<file path="src/rtl/alu_pkg.sv">
// alu_pkg
// Shared definitions for the ALU and its result stage:
//   OPCODE_W          width of the opcode field carried with every result
//   OP_ADD .. OP_MIN  opcode encodings produced by the issue logic
//   is_arith(op)      1 when the opcode produces a meaningful carry (ADD/SUB)
package alu_pkg;

  localparam int OPCODE_W = 4;

  localparam logic [OPCODE_W-1:0] OP_ADD = 4'd0;
  localparam logic [OPCODE_W-1:0] OP_SUB = 4'd1;
  localparam logic [OPCODE_W-1:0] OP_AND = 4'd2;
  localparam logic [OPCODE_W-1:0] OP_OR  = 4'd3;
  localparam logic [OPCODE_W-1:0] OP_MIN = 4'd4;

  // Only add and subtract leave a carry worth reporting; every other
  // opcode (including unassigned ones) has its carry forced low.
  function automatic logic is_arith(input logic [OPCODE_W-1:0] op);
    return (op == OP_ADD) || (op == OP_SUB);
  endfunction

endpackage

</file>
<file path="src/rtl/alu_skid_fifo2.sv">
// alu_skid_fifo2
// Generic 2-entry valid/ready buffer with an opaque payload.
// Ports:
//   clk, rst_n            clock, asynchronous active-low reset
//   in_valid / in_ready   upstream handshake; in_ready depends only on
//                         registered occupancy
//   in_data               payload written on a push
//   out_valid / out_ready downstream handshake
//   out_data              head payload, zeros while empty
// Every entry passes through a register, so there is no same-cycle
// path from input to output.
module alu_skid_fifo2 #(
  parameter int DATA_W = 8
) (
  input  logic              clk,
  input  logic              rst_n,
  input  logic              in_valid,
  output logic              in_ready,
  input  logic [DATA_W-1:0] in_data,
  output logic              out_valid,
  input  logic              out_ready,
  output logic [DATA_W-1:0] out_data
);

  logic [DATA_W-1:0] mem_q [2];
  logic [DATA_W-1:0] mem_d [2];
  logic              wr_ptr_q, wr_ptr_d;
  logic              rd_ptr_q, rd_ptr_d;
  logic [1:0]        count_q, count_d;
  logic              push, pop;

  // Handshake flags come straight from the occupancy register.
  always_comb begin
    in_ready  = (count_q != 2'd2);
    out_valid = (count_q != 2'd0);
    push      = in_valid && in_ready;
    pop       = out_valid && out_ready;
    out_data  = out_valid ? mem_q[rd_ptr_q] : '0;
  end

  // Next-state for storage, the wrapping 1-bit pointers and occupancy.
  always_comb begin
    mem_d    = mem_q;
    wr_ptr_d = wr_ptr_q;
    rd_ptr_d = rd_ptr_q;
    count_d  = count_q;
    if (push) begin
      mem_d[wr_ptr_q] = in_data;
      wr_ptr_d        = ~wr_ptr_q;
    end
    if (pop) begin
      rd_ptr_d = ~rd_ptr_q;
    end
    case ({push, pop})
      2'b10:   count_d = count_q + 2'd1;
      2'b01:   count_d = count_q - 2'd1;
      default: count_d = count_q;
    endcase
  end

  always_ff @(posedge clk or negedge rst_n) begin
    if (!rst_n) begin
      mem_q[0] <= '0;
      mem_q[1] <= '0;
      wr_ptr_q <= 1'b0;
      rd_ptr_q <= 1'b0;
      count_q  <= 2'd0;
    end else begin
      mem_q    <= mem_d;
      wr_ptr_q <= wr_ptr_d;
      rd_ptr_q <= rd_ptr_d;
      count_q  <= count_d;
    end
  end

endmodule

</file>
<file path="src/rtl/alu_result_stage.sv">
// alu_result_stage
// Registered output stage behind the combinational ALU. Each accepted
// result is captured with its opcode, tag, an opcode-qualified carry and a
// zero flag, buffered in a 2-entry skid FIFO and handed to writeback.
// Ports:
//   clk, rst_n                      clock, asynchronous active-low reset
//   in_valid/in_ready               ALU-side handshake
//   in_opcode/in_result/in_carry/in_tag   ALU outputs for this cycle
//   out_valid/out_ready             writeback-side handshake
//   out_result/out_carry/out_zero/out_opcode/out_tag   head entry
//   sticky_carry/sticky_clr         carry seen on any retired entry
//   retire_count                    wrapping count of output handshakes
module alu_result_stage
  import alu_pkg::*;
#(
  parameter int WIDTH = 64,
  parameter int TAG_W = 4,
  parameter int CNT_W = 32
) (
  input  logic                clk,
  input  logic                rst_n,
  input  logic                in_valid,
  output logic                in_ready,
  input  logic [OPCODE_W-1:0] in_opcode,
  input  logic [WIDTH-1:0]    in_result,
  input  logic                in_carry,
  input  logic [TAG_W-1:0]    in_tag,
  output logic                out_valid,
  input  logic                out_ready,
  output logic [WIDTH-1:0]    out_result,
  output logic                out_carry,
  output logic                out_zero,
  output logic [OPCODE_W-1:0] out_opcode,
  output logic [TAG_W-1:0]    out_tag,
  output logic                sticky_carry,
  input  logic                sticky_clr,
  output logic [CNT_W-1:0]    retire_count
);

  localparam int PAYLOAD_W = WIDTH + 2 + OPCODE_W + TAG_W;

  logic [PAYLOAD_W-1:0] in_payload;
  logic [PAYLOAD_W-1:0] head_payload;
  logic                 cap_carry;
  logic                 cap_zero;
  logic                 pop;
  logic                 sticky_q, sticky_d;
  logic [CNT_W-1:0]     retire_q, retire_d;

  // Capture-time flags: carry only survives for ADD/SUB, zero is
  // evaluated here so the consumer never sees a wide compare.
  always_comb begin
    cap_carry  = is_arith(in_opcode) ? in_carry : 1'b0;
    cap_zero   = (in_result == '0);
    in_payload = {in_result, cap_carry, cap_zero, in_opcode, in_tag};
  end

  alu_skid_fifo2 #(
    .DATA_W (PAYLOAD_W)
  ) u_fifo (
    .clk       (clk),
    .rst_n     (rst_n),
    .in_valid  (in_valid),
    .in_ready  (in_ready),
    .in_data   (in_payload),
    .out_valid (out_valid),
    .out_ready (out_ready),
    .out_data  (head_payload)
  );

  // The FIFO returns zeros while empty, so the unpacked fields do too.
  assign {out_result, out_carry, out_zero, out_opcode, out_tag} = head_payload;

  // Retiring a carry takes priority over a clear in the same cycle.
  always_comb begin
    pop      = out_valid && out_ready;
    sticky_d = sticky_q;
    retire_d = retire_q;
    if (pop && out_carry) begin
      sticky_d = 1'b1;
    end else if (sticky_clr) begin
      sticky_d = 1'b0;
    end
    if (pop) begin
      retire_d = retire_q + CNT_W'(1);
    end
  end

  always_ff @(posedge clk or negedge rst_n) begin
    if (!rst_n) begin
      sticky_q <= 1'b0;
      retire_q <= '0;
    end else begin
      sticky_q <= sticky_d;
      retire_q <= retire_d;
    end
  end

  assign sticky_carry = sticky_q;
  assign retire_count = retire_q;

endmodule
</file>
<file path="config.mk">
export PLATFORM = sky130hd
export DESIGN_NAME = alu_result_stage
export DESIGN_NICKNAME = d
export VERILOG_FILES = /design/src/rtl/alu_pkg.sv /design/src/rtl/alu_skid_fifo2.sv /design/src/rtl/alu_result_stage.sv
export SDC_FILE = /design/constraint.sdc
export NUM_CORES = 1
export LEC_CHECK = 0
export CAP_MARGIN = 25
export CORE_ASPECT_RATIO = 1.75
export CORE_MARGIN = 2
export CORE_UTILIZATION = 30
export CTS_CLUSTER_DIAMETER = 200
export CTS_CLUSTER_SIZE = 40
export DETAILED_ROUTE_END_ITERATION = 6
export GPL_ROUTABILITY_DRIVEN = 1
export GPL_TIMING_DRIVEN = 0
export PLACE_DENSITY_LB_ADDON = 0.05
export SETUP_SLACK_MARGIN = 0.1
export SLEW_MARGIN = 10
export SYNTH_ARGS = -nofsm -noshare
export SYNTH_HDL_FRONTEND = slang
export SYNTH_HIERARCHICAL = 1
export SYNTH_SLANG_ARGS = --single-unit
</file>
<file path="constraint.sdc">
create_clock -name clk -period 2.8 [get_ports clk]
set_input_delay 0.84 -clock clk [delete_from_list [all_inputs] [get_ports clk]]
set_output_delay 0.84 -clock clk [all_outputs]
set_load 0.005 [all_outputs]
</file>
[Word level (Yosys, flattened, before mapping)]
Index checks and enable logic that the tools add are counted.
Storage, ports and cells
  bits in registers: 185
  logic and storage cells: 42
Operators by class
  multiplexer cells: 11
  bitwise operators: 4
  equality and inequality tests: 4
  add/sub/neg operators: 3
  order comparisons: 3
  reductions and logical operators: 10
Operators with widths (number)
  2-to-1 mux 74 bit: 5
  bitwise mux 148 bit: 1
  demux 74 bit (select 1 bit): 1
  zero test 64 bit: 1
  adder 32 x 1 -> 32 bit, second input constant: 1
  nonzero test 2 bit: 3
  equality test 4 x 1 -> 1 bit, second input constant: 1
  >= comparator 2 bit, second input constant: 2
  logical AND 1 bit: 4
  zero test 4 bit: 1
  NOT 1 -> 2 bit: 2
  one-hot mux 2 bit (2 select lines): 1
  2-to-1 mux 1 bit: 3
  adder 2 x 1 -> 2 bit, second input constant: 1
  equality test 2 x 1 -> 1 bit, second input constant: 1
  equality test 2 bit, second input constant: 1
  less-than comparator 2 x 1 -> 1 bit, second input constant: 1
  inequality test 2 bit, second input constant: 1
  NOT 1 bit: 2
  subtractor 2 x 1 -> 2 bit, second input constant: 1
  logical OR 1 bit: 1

[Logic depth before layout (Yosys ltp)]
  word-level depth: 7
  depth in mapped cells: 7

[Cells and area by module]
Netlist, hierarchy kept.
By module, submodules not included
  alu_skid_fifo2: cells an instance 495, instances 1, area an instance 7428.4 um^2, sequential area each 3803.6 um^2
  alu_result_stage: cells an instance 156, instances 1, area an instance 1776.7 um^2, sequential area each 825.8 um^2

[Worst setup path before layout]
OpenSTA, ideal clock, no wires.
  path type: register to output
  start: reg u_fifo.count_q[0]
  end: out out_result[31]
  buffers on the path: 2
  stages on the path, launching flop included: 5
  required time: 1.960 ns
  setup slack: 0.758 ns
  arrival: 1.202 ns
  path through: dfrtp_1 nor2_1 clkbuf_1 buf_1 nor2_1
Between the ends
  cells in the longest elaborated chain, start to end: 2
RTL lines
  start, declared: RTL line alu_skid_fifo2.sv:29  | logic [1:0] count_q, count_d;
  start signal, assigned: RTL line alu_skid_fifo2.sv:72  | count_q <= count_d;
  nonzero test 2 bit: RTL line alu_skid_fifo2.sv:35  | out_valid = (count_q != 2'd0);
  2-to-1 mux 74 bit: RTL line alu_skid_fifo2.sv:38  | out_data = out_valid ? mem_q[rd_ptr_q] : '0;
  end, declared: RTL line alu_result_stage.sv:30  | output logic [WIDTH-1:0] out_result,
No other way between the ends.

[Worst setup path after layout]
  start: reg u_fifo.rd_ptr_q
  end: out out_result[35]
Between the ends
  cells in the longest elaborated chain, start to end: 5
RTL lines
  start, declared: RTL line alu_skid_fifo2.sv:28  | logic rd_ptr_q, rd_ptr_d;
  start signal, assigned: RTL line alu_skid_fifo2.sv:71  | rd_ptr_q <= rd_ptr_d;
  NOT 1 -> 2 bit (implied by the code): RTL line alu_skid_fifo2.sv:38
  2-to-1 mux 74 bit (implied by the code) (3 in a row): RTL line alu_skid_fifo2.sv:38
  2-to-1 mux 74 bit: RTL line alu_skid_fifo2.sv:38
No other way between the ends. The select of a mux whose other input is x is not followed.

==> results.sh <==
export IMPL_multi_input_area_um2=4220
export IMPL_grt_overflow_total=0
export IMPL_yosys_cell_types_count=37
export IMPL_cts_tree="done"
export IMPL_cts_root_buf="clkbuf_16"
export IMPL_rrSetupSlack_ns=0.80
export IMPL_grt_pass1_vias=6616
export IMPL_synth_edff_count=0
export IMPL_viasPerCell=4.64
export IMPL_status="finished, final reports clean"
export IMPL_rows=84
export IMPL_r2r_end="retire_count[17]"
export IMPL_final_nets=946
export IMPL_dr_pass1_iters=4
export IMPL_start_util=0.305
export IMPL_grt_max_degree=108
export IMPL_hold_viol_final=0
export IMPL_die_y_um=236
export IMPL_num_antenna_cells=0
export IMPL_crit_required_ns=1.96
export IMPL_period_minus_slack_ns=2.65
export IMPL_drt_wl_total_mm=24.9
export IMPL_tightest_slew_ns=0.615
export IMPL_core_um2=30200
export IMPL_r2r_start="u_fifo/count_q[0]"
export IMPL_start_kind="flop"
export IMPL_final_cell_mix="183 x dfrtp_1, 120 x mux2_4, 110 x clkdlybuf4s50_1"
export IMPL_drtIter0Drc=185
export IMPL_end_kind="primary output"
export IMPL_syn_to_final_growth_pct=35.4
export IMPL_layout_setup_ws_ns=0.145
export IMPL_antenna_found_initial=1
export IMPL_async_flop_share=1.00
export IMPL_finish_utilization=0.413
export IMPL_vias=5875
export IMPL_clock_latency_ns=0.44
export IMPL_p_leak_nw=5.72
export IMPL_p_per_area_nw_per_um2=1130
export IMPL_clock_sinks=185
export IMPL_dieArea_um2=32200
export IMPL_irDropWorstVdd_uv=472
export IMPL_synthesis_area_um2=9210
export IMPL_drv_cap=0
export IMPL_dp_hpwl_mm=17.7
export IMPL_fill_cells=2865
export IMPL_ys_ff_latch=185
export IMPL_maxSlewViolCount=0
export IMPL_drive_above_1_share=0.301
export IMPL_clock_skew_ns=0.00658
export IMPL_portBuffers=186
export IMPL_dieWidth_um=136
export IMPL_synth_flop_cell="dfrtp_1"
export IMPL_seqCellArea_um2=4630
export IMPL_worstHoldPathType="input port to async pin"
export IMPL_postRouteAntennaNets=0
export IMPL_grt_usage=0.159
export IMPL_syn_num_nets=731
export IMPL_ctsHoldBuffers=0
export IMPL_clkTransAtPathRegs_ns=0.07
export IMPL_avgSynthCellArea_um2=14.1
export IMPL_setup_viol=0
export IMPL_place_ws_ns=-0.580
export IMPL_htree_levels=4
export IMPL_wl_per_cell_um=19.6
export IMPL_route_detailed_drc=0
export IMPL_worstSetupPathType="flop to primary output"
export IMPL_rsz0062_at_grt="yes"
export IMPL_layout_commonest_cell="dfrtp_1"
export IMPL_io_pins=187
export IMPL_max_clock_freq_mhz=377
export IMPL_yosysWarnings=6
export IMPL_reg2reg_depth=7
export IMPL_numCtsBuffers=17
export IMPL_crit_arrival_ns=1.81
export IMPL_crit_fanout=10
export IMPL_clockBufferDepth=2
export IMPL_synth_cells=651
export IMPL_grt_pass1_wl_mm=39.0
export IMPL_seq_area_frac_synth=0.503
export IMPL_place_gp_congestion=0.728
export IMPL_post_route_period_util=0.948
export IMPL_maxSlewHeadroom=0.586
[synth_stat cells, types with 7 or more instances]
| master | instances | area, um^2 |
|---|---|---|
| mux2i_1 | 74 | 741 |
| xor2_1 | 15 | 131 |
| xnor2_1 | 21 | 184 |
| buf_12 | 14 | 280 |
| nand2_1 | 12 | 45.0 |
| nor2_1 | 77 | 289 |
| mux2_4 | 120 | 1800 |
| nand4_1 | 12 | 75.1 |
| mux2_2 | 29 | 327 |
| buf_2 | 12 | 60.1 |
| nor4_1 | 17 | 106 |
| dfrtp_1 | 185 | 4630 |
| nor3_2 | 7 | 70.1 |
| nand3_1 | 9 | 45.0 |
[registers in the layout (all words and copies together) (netlist names)]
signal	flops
retire_count	32
sticky_carry	1
u_fifo/count_q	2
u_fifo/mem_q	148
u_fifo/rd_ptr_q	1
u_fifo/wr_ptr_q	1
[metrics by stage]
| stage | std cells | area [um^2] | setup TNS (ns) | total power, W | hold slack (ns) |
|---|---|---|---|---|---|
| 2_1_floorplan | 651 | 9210 | 0 | 0.00860 | 0.461 |
| 3_3_place_gp | 1224 | 11600 | -1322.57 | 0.0116 | 0.460 |
| 3_5_place_dp | 1226 | 11600 | -22.75 | 0.0117 | 0.461 |
| 4_1_cts | 1263 | 12400 | 0 | 0.0142 | 0.434 |
| 5_1_grt | 1266 | 12500 | 0 | 0.0150 | 0.442 |
| 6_report | 1266 | 12500 | 0 | 0.0141 | 0.411 |
[routing by layer]
layer / share of wire / routed length (um) / track usage / vias up
met5: 0.00064 / 16 / 0 / -
met4: 0.015 / 376 / 0.0505 / 2
met3: 0.043 / 1070 / 0.0392 / 20
met2: 0.54 / 13300 / 0.284 / 126
met1: 0.41 / 10100 / 0.184 / 3007
li1: - / - / - / 2720
[cell families after synthesis]
logic type,after synthesis,share of synthesized area
fa+ha+maj,2,0.00272
mux,223,0.312
xor+xnor,36,0.0343
compound gates,1,0.000543
flops,185,0.503
buf+inv,38,0.0427
simple gates,166,0.105
[critical path, cell delays in order, from the launching register on]
cell and delay [ns]:
dfrtp_1 0.37, buf_6 0.14, buf_12 0.15, buf_12 0.15, mux2i_2 0.15, nor2_2 0.15
dlygate4sd2_1 0.25
[final cells by class]
class | instances | area share
clock inverters | 7 | 0.00903
inverters | 5 | 0.00181
repair buffers | 196 | 0.154
plain buffers | 33 | 0.0448
well taps | 387 | 0.0388
clock buffers | 25 | 0.0406
multi-input cells | 428 | 0.339
flip-flops and latches | 185 | 0.372
[worst max path at each step]
stage                              endpoint  slack, ns              start  cells after the start
after global routing         out_result[59]       0.06    u_fifo/rd_ptr_q                      6
after detailed placement     out_result[36]      -0.58  u_fifo/count_q[0]                      5
after global placement    u_fifo/count_q[0]      -7.02              rst_n                      1
final                        out_result[35]       0.15    u_fifo/rd_ptr_q                      6
after floorplan              out_result[31]       0.76  u_fifo/count_q[0]                      4
after CTS                    out_result[42]       0.08    u_fifo/rd_ptr_q                      6
[report_power, final]
part           total, W  leakage [nW]  switching (W)  internal (W)
Combinational   0.00698          3.19        0.00275       0.00424
Clock           0.00256         0.303        0.00103       0.00152
Sequential      0.00456          2.23       0.000711       0.00385
Total            0.0141          5.72        0.00449       0.00960
[repair_timing]
item,in CTS,in global routing
gates resized for setup,141,16
setup endpoints to repair,75,37
pin swaps,13,5
setup buffers,5,0
cloned,0,3
(Power assumes the default switching activity.)
